==> config.mk <==
export PLATFORM = sky130hd
export DESIGN_NAME = timer_sched
export DESIGN_NICKNAME = d
export VERILOG_FILES = /design/src/rtl/timer_pkg.sv /design/src/rtl/timer_rr_arb.sv /design/src/rtl/timer_sched.sv
export SDC_FILE = /design/constraint.sdc
export NUM_CORES = 1
export LEC_CHECK = 0
export BUFFER_PORTS_ARGS = -buffer_cell sky130_fd_sc_hd__buf_2
export CAP_MARGIN = 20
export CORE_ASPECT_RATIO = 0.6
export CORE_MARGIN = 5
export CORE_UTILIZATION = 53
export CTS_BUF_LIST = sky130_fd_sc_hd__clkbuf_8
export CTS_CLUSTER_SIZE = 10
export DETAILED_ROUTE_END_ITERATION = 16
export PLACE_DENSITY = 0.88
export SETUP_SLACK_MARGIN = 0.02
export SLEW_MARGIN = 20
export SYNTH_ARGS = -nofsm -noshare
export SYNTH_HDL_FRONTEND = slang
export SYNTH_SLANG_ARGS = --single-unit
==> constraint.sdc <==
create_clock -name tsched_clock -period 5.5 [get_ports tsched_clock]
set_input_delay 1.1 -clock tsched_clock [delete_from_list [all_inputs] [get_ports tsched_clock]]
set_output_delay 1.1 -clock tsched_clock [all_outputs]
set_load 0.01 [all_outputs]
==> src/rtl/timer_pkg.sv <==
// ---------------------------------------------------------------------------
// timer_pkg
// Shared definitions for the countdown-timer scheduler.
//   - FSM state encoding (IDLE / COUNT / DONE)
//   - default tick rate and request-time width
//   - cnt_width(): counter width able to hold the product time*FREQ
//     without truncation
// ---------------------------------------------------------------------------
package timer_pkg;

  localparam logic [1:0] IDLE  = 2'd0;
  localparam logic [1:0] COUNT = 2'd1;
  localparam logic [1:0] DONE  = 2'd2;

  localparam int DEF_FREQ     = 5;
  localparam int DEF_MAX_TIME = 10;

  // (2^max_time - 1) * freq < 2^(max_time + clog2(freq+1)), so the full
  // product of a request time and the tick rate always fits.
  function automatic int cnt_width(input int max_time, input int freq);
    return max_time + $clog2(freq + 1);
  endfunction

endpackage

==> src/rtl/timer_rr_arb.sv <==
// ---------------------------------------------------------------------------
// timer_rr_arb
// Combinational round-robin pick. The search starts at ptr+1 and wraps
// modulo NREQ, so the requester granted last has the lowest priority.
// Ports:
//   req   in   NREQ   request vector
//   ptr   in   IDX_W  index of the previous winner
//   gnt   out  NREQ   one-hot grant (all zero when nothing is requested)
//   idx   out  IDX_W  index of the winner
//   valid out  1      at least one request present
// The pointer register itself lives in the caller.
// ---------------------------------------------------------------------------
module timer_rr_arb #(
  parameter int NREQ = 4,
  localparam int IDX_W = $clog2(NREQ)
) (
  input  logic [NREQ-1:0]  req,
  input  logic [IDX_W-1:0] ptr,
  output logic [NREQ-1:0]  gnt,
  output logic [IDX_W-1:0] idx,
  output logic             valid
);

  logic [IDX_W-1:0] cand;

  // Walk the offsets from farthest to nearest so that the nearest set bit
  // after ptr is the last one written and therefore wins.
  always_comb begin
    cand  = '0;
    idx   = '0;
    valid = 1'b0;
    gnt   = '0;
    for (int off = NREQ; off >= 1; off--) begin
      cand = IDX_W'((int'(ptr) + off) % NREQ);
      if (req[cand]) begin
        idx   = cand;
        valid = 1'b1;
      end
    end
    if (valid) begin
      gnt[idx] = 1'b1;
    end
  end

endmodule

==> src/rtl/timer_sched.sv <==
// ---------------------------------------------------------------------------
// timer_sched
// Shared countdown-timer scheduler. NREQ requesters ask for a delay in time
// units; a round-robin arbiter picks one while idle and loads a single
// down-counter with time*FREQ ticks. Completion is reported to the granted
// requester one cycle after the DONE state is entered.
// Ports:
//   tsched_clock    in   1              clock, rising edge
//   tsched_rst      in   1              asynchronous active-high reset
//   tsched_req      in   NREQ           level request per requester
//   tsched_time     in   NREQ*MAX_TIME  delays, requester i at [i*MAX_TIME +: MAX_TIME]
//   tsched_abort    in   1              cancel the running countdown
//   tsched_ack      out  NREQ           one-cycle one-hot grant pulse
//   tsched_done     out  NREQ           one-cycle one-hot expiry pulse
//   tsched_aborted  out  1              one-cycle pulse on cancellation
//   tsched_busy     out  1              high while the FSM is not IDLE
//   tsched_gnt_idx  out  IDX_W          current / last granted requester
//   tsched_remain   out  CNT_W          current counter value
// ---------------------------------------------------------------------------
module timer_sched
  import timer_pkg::*;
#(
  parameter int NREQ     = 4,
  parameter int FREQ     = DEF_FREQ,
  parameter int MAX_TIME = DEF_MAX_TIME,
  localparam int CNT_W   = cnt_width(MAX_TIME, FREQ),
  localparam int IDX_W   = $clog2(NREQ)
) (
  input  logic                     tsched_clock,
  input  logic                     tsched_rst,
  input  logic [NREQ-1:0]          tsched_req,
  input  logic [NREQ*MAX_TIME-1:0] tsched_time,
  input  logic                     tsched_abort,
  output logic [NREQ-1:0]          tsched_ack,
  output logic [NREQ-1:0]          tsched_done,
  output logic                     tsched_aborted,
  output logic                     tsched_busy,
  output logic [IDX_W-1:0]         tsched_gnt_idx,
  output logic [CNT_W-1:0]         tsched_remain
);

  logic [1:0]          state;
  logic [CNT_W-1:0]    count;
  logic [IDX_W-1:0]    ptr;
  logic [IDX_W-1:0]    gnt_idx;

  logic [MAX_TIME-1:0] req_time [NREQ];
  logic [NREQ-1:0]     done_vec;
  logic [NREQ-1:0]     arb_gnt;
  logic [IDX_W-1:0]    arb_idx;
  logic                arb_valid;
  logic [CNT_W-1:0]    load_val;

  generate
    for (genvar gi = 0; gi < NREQ; gi++) begin : g_req
      assign req_time[gi] = tsched_time[gi*MAX_TIME +: MAX_TIME];
      assign done_vec[gi] = (gnt_idx == IDX_W'(gi));
    end
  endgenerate

  timer_rr_arb #(
    .NREQ (NREQ)
  ) u_arb (
    .req   (tsched_req),
    .ptr   (ptr),
    .gnt   (arb_gnt),
    .idx   (arb_idx),
    .valid (arb_valid)
  );

  // Both operands are widened first so the product keeps every bit.
  assign load_val = CNT_W'(req_time[arb_idx]) * CNT_W'(FREQ);

  always_ff @(posedge tsched_clock or posedge tsched_rst) begin
    if (tsched_rst) begin
      state          <= IDLE;
      count          <= '0;
      ptr            <= IDX_W'(NREQ - 1);
      gnt_idx        <= '0;
      tsched_ack     <= '0;
      tsched_done    <= '0;
      tsched_aborted <= 1'b0;
      tsched_busy    <= 1'b0;
    end else begin
      tsched_ack     <= '0;
      tsched_done    <= '0;
      tsched_aborted <= 1'b0;
      case (state)
        IDLE: begin
          if (arb_valid) begin
            state       <= COUNT;
            count       <= load_val;
            gnt_idx     <= arb_idx;
            ptr         <= arb_idx;
            tsched_ack  <= arb_gnt;
            tsched_busy <= 1'b1;
          end
        end
        COUNT: begin
          // Abort wins over both the decrement and the expiry transition.
          if (tsched_abort) begin
            state          <= IDLE;
            count          <= '0;
            tsched_aborted <= 1'b1;
            tsched_busy    <= 1'b0;
          end else if (count != '0) begin
            count <= count - CNT_W'(1);
          end else begin
            state <= DONE;
          end
        end
        DONE: begin
          // The expiry pulse appears as DONE is left, so it lands in the
          // first IDLE cycle; the next grant happens one edge later.
          tsched_done <= done_vec;
          state       <= IDLE;
          tsched_busy <= 1'b0;
        end
        default: begin
          state       <= IDLE;
          tsched_busy <= 1'b0;
        end
      endcase
    end
  end

  assign tsched_gnt_idx = gnt_idx;
  assign tsched_remain  = count;

endmodule

==> impl_metrics.ini <==
[placed_design]
dpl.hpwl_um = 4551
io_buffers = 71
postPlaceCellArea_um2 = 2639
place_congestion = 0.8729
dp_cells = 408

[synth]
synth_cells = 285
syn_area_per_cell_um2 = 7.858
yosysMostFrequentCell = nor2_1
yosysSeqAreaShare = 0.3251
synth_top_cell_area_share = 0.3017
synth_area_leader_cell = dfrtp_1
ys.flop_type = dfrtp_1
ys_top_cells_by_area = dfrtp_1 30%, nor2_1 8.9%, o21ai_0 6.5%
synth_edf_count = 0
synth_commonest_cells = 53 x nor2_1, 35 x nand2_1, 29 x o21ai_0
synth.cell_area_um2 = 2240
synth_nets = 342
synthDistinctLibCells = 49
ys_warn_count = 0
async_reset_ff_frac = 1.000
ys_seq_elements = 29

[flow_run]
maxCapViolations = 0

[final_layout]
fin_area_um2 = 2759
syn_to_final_growth_pct = 23.18
drive_above_1_share = 0.2697
final_nets = 412
antenna_cells = 0
instances_no_fill = 416

[sta]
post-route-min-period_ps = 4748
skew_ps = 5.559
maxSlewViolCount = 0
rsz0062_at_grt = false
relSlewSlack = 0.5368
fin_tns_setup_ps = 0
post-route-period-util = 0.8633
tightestPinTransition_ps = 687.5
fmax_mhz = 210.6
setup_viol = 0
hold_violations = 0

[power]
combPwrFrac = 0.692
p_leak_nw = 1.396
max-vdd-ir-drop_uv = 316.2
clockPowerShare = 0.114
intPower_mw = 1.036
sw_frac_of_total = 0.4812
cellPowerDensity_nw_per_um2 = 724.0
p_switching_uw = 961.1
seqPwrFrac = 0.194

[clocking]
cts_buffers = 5
htree_levels = 2
post-cts-setup-buffers = 0
clkSinkCount = 29
insertion_delay_ps = 280
clk_pin_slew_ps = 60
clockRootBuffer = clkbuf_8
hold_buffers = 0
post_cts_resized = 0
clockBufferDepth = 2
cts_tree = yes

[floorplan]
die-area_um2 = 5669
num_io_pins = 72
fp.dieH_um = 60.36
coreArea_um2 = 4099
start_util = 0.5464
die_x_um = 93.92
rows = 18

[detailed_routing]
drt-total-wl_um = 5684
first_pass_iters = 5
drt_iter0_drc = 309
wl_met2_um = 2338
viasPerCell = 5.659
ant_nets = 0
wl_met3_um = 613
wire_per_inst_um = 13.66
dr_total_vias = 2354
drcViolationCount = 0
wl_met1_um = 2659
routed.top_layer = met4

[global_route]
grt_remaining_overflow = 0
grt_use_total = 0.2083
first_global_vias = 2066
antenna_found_initial = 0
grt_first_pass_wirelength_um = 9349
grt_max_degree = 30

[setup_path]
crit_family = compound AO/OA/AOI/OAI gates
cp_num_buf_inv = 1
slowest_delay_ps = 550
cp.required_ps = 5720
cpMostUsedCell = o21ai_0
crit_slowest_cell = o21ai_0
cp_max_fo = 22
worstSetupPathType = input pin to register
crit_path_start_kind = input pin
cp-end-kind = register
path_cells = buf_2 > o21ai_0 > nand3_2 > nor2_1 > nor2_1 > o21ai_0 > xor2_1 > ha_1 > fa_1 > a21o_1 > a21o_1 > a21oi_1 > o21ai_0 > maj3_1 > o21ai_1 > a221o_1
arrival_ps = 4970

[min_path]
hold_class = register to register

[status]
status = finished clean
stage by stage:
step / power [mW] / worst slack (ps) / utilization / hold slack, ps
5_1_grt: 2.185 / 497.9 / 0.6731 / 545.0
3_3_place_gp: 1.697 / 730.8 / 0.6438 / 499.2
3_5_place_dp: 1.745 / 556.9 / 0.6438 / 501.6
2_1_floorplan: 1.415 / 1068 / - / 504.8
4_1_cts: 1.980 / 848.6 / 0.6731 / 510.5
6_report: 1.997 / 751.6 / 0.6731 / 507.8
cell type report:
| cell class | instances | area (um^2) |
|---|---|---|
| Multi-Input combinational cell | 236 | 1420 |
| Fill cell | 342 | 1340 |
| Sequential cell | 29 | 728.2 |
| Timing Repair Buffer | 75 | 385.4 |
| Clock buffer | 6 | 82.58 |
| Tap cell | 60 | 75.07 |
| Clock inverter | 2 | 37.54 |
| Inverter | 8 | 30.03 |
per-layer routing:
layer  track usage  vias to the layer above
met5             0                        -
li1              -                     1142
met3       0.05948                        9
met4       0.06790                        0
met1        0.2997                     1068
met2        0.3047                      135
cells by family after synthesis:
logic type	after synthesis	synth area share
buffers and inverters	20	0.04078
XOR/XNOR	12	0.04693
adder cells (fa/ha/maj)	12	0.06816
AO/OA/AOI/OAI	77	0.2224
flip-flops	29	0.3251
AND/OR/NAND/NOR	131	0.2760
multiplexers	4	0.02067
layout by cell type (no fill, tap or decap), types with 2 or more instances in the layout:
master,n
maj3_1,2
nor3_1,7
nor4_1,4
a22oi_1,4
mux2i_1,2
nor2_1,53
and2_1,3
xnor2_1,7
inv_1,7
nor3b_1,2
buf_4,4
o21ai_0,29
nand3_1,8
a32oi_1,3
o21bai_1,4
nand2_1,35
clkbuf_8,6
nand2b_1,4
o21ai_1,3
xor2_1,5
a31oi_1,3
buf_2,71
a21o_1,6
dfstp_2,2
ha_1,9
nor2b_1,5
a21oi_1,14
a32oi_2,2
and3_1,3
dfrtp_1,27
state kept, by name, indices dropped and copies added (netlist names):
name / count
ptr: 2
state: 2
tsched_aborted: 1
tsched_ack: 4
tsched_busy: 1
tsched_done: 4
tsched_gnt_idx: 2
tsched_remain: 13
power by group through the flow:
stage / Clock (mW) / Combinational, mW / Sequential (mW)
finish: 0.227 / 1.38 / 0.388
global route: 0.243 / 1.54 / 0.401
CTS: 0.230 / 1.36 / 0.387
detailed placement: 0 / 1.35 / 0.390
global placement: 0 / 1.31 / 0.386
floorplan: 0 / 1.01 / 0.404
final timing paths:
kind	from	end	slack (ps)	cells after the start
max	tsched_req[1]	tsched_remain[11]$_DFFE_PP0P_	750	16
min	tsched_gnt_idx[0]$_DFFE_PP0P_	tsched_done[2]$_DFF_PP0_	510	1
max reg2reg	ptr[0]$_DFFE_PP1P_	tsched_remain[11]$_DFFE_PP0P_	1190	16
min reg2reg	tsched_gnt_idx[0]$_DFFE_PP0P_	tsched_done[2]$_DFF_PP0_	510	1
max in group asynchronous	tsched_rst	tsched_remain[9]$_DFFE_PP0P_	4240	2
min in group asynchronous	tsched_rst	tsched_remain[6]$_DFFE_PP0P_	880	2
(Power assumes the default switching activity.)
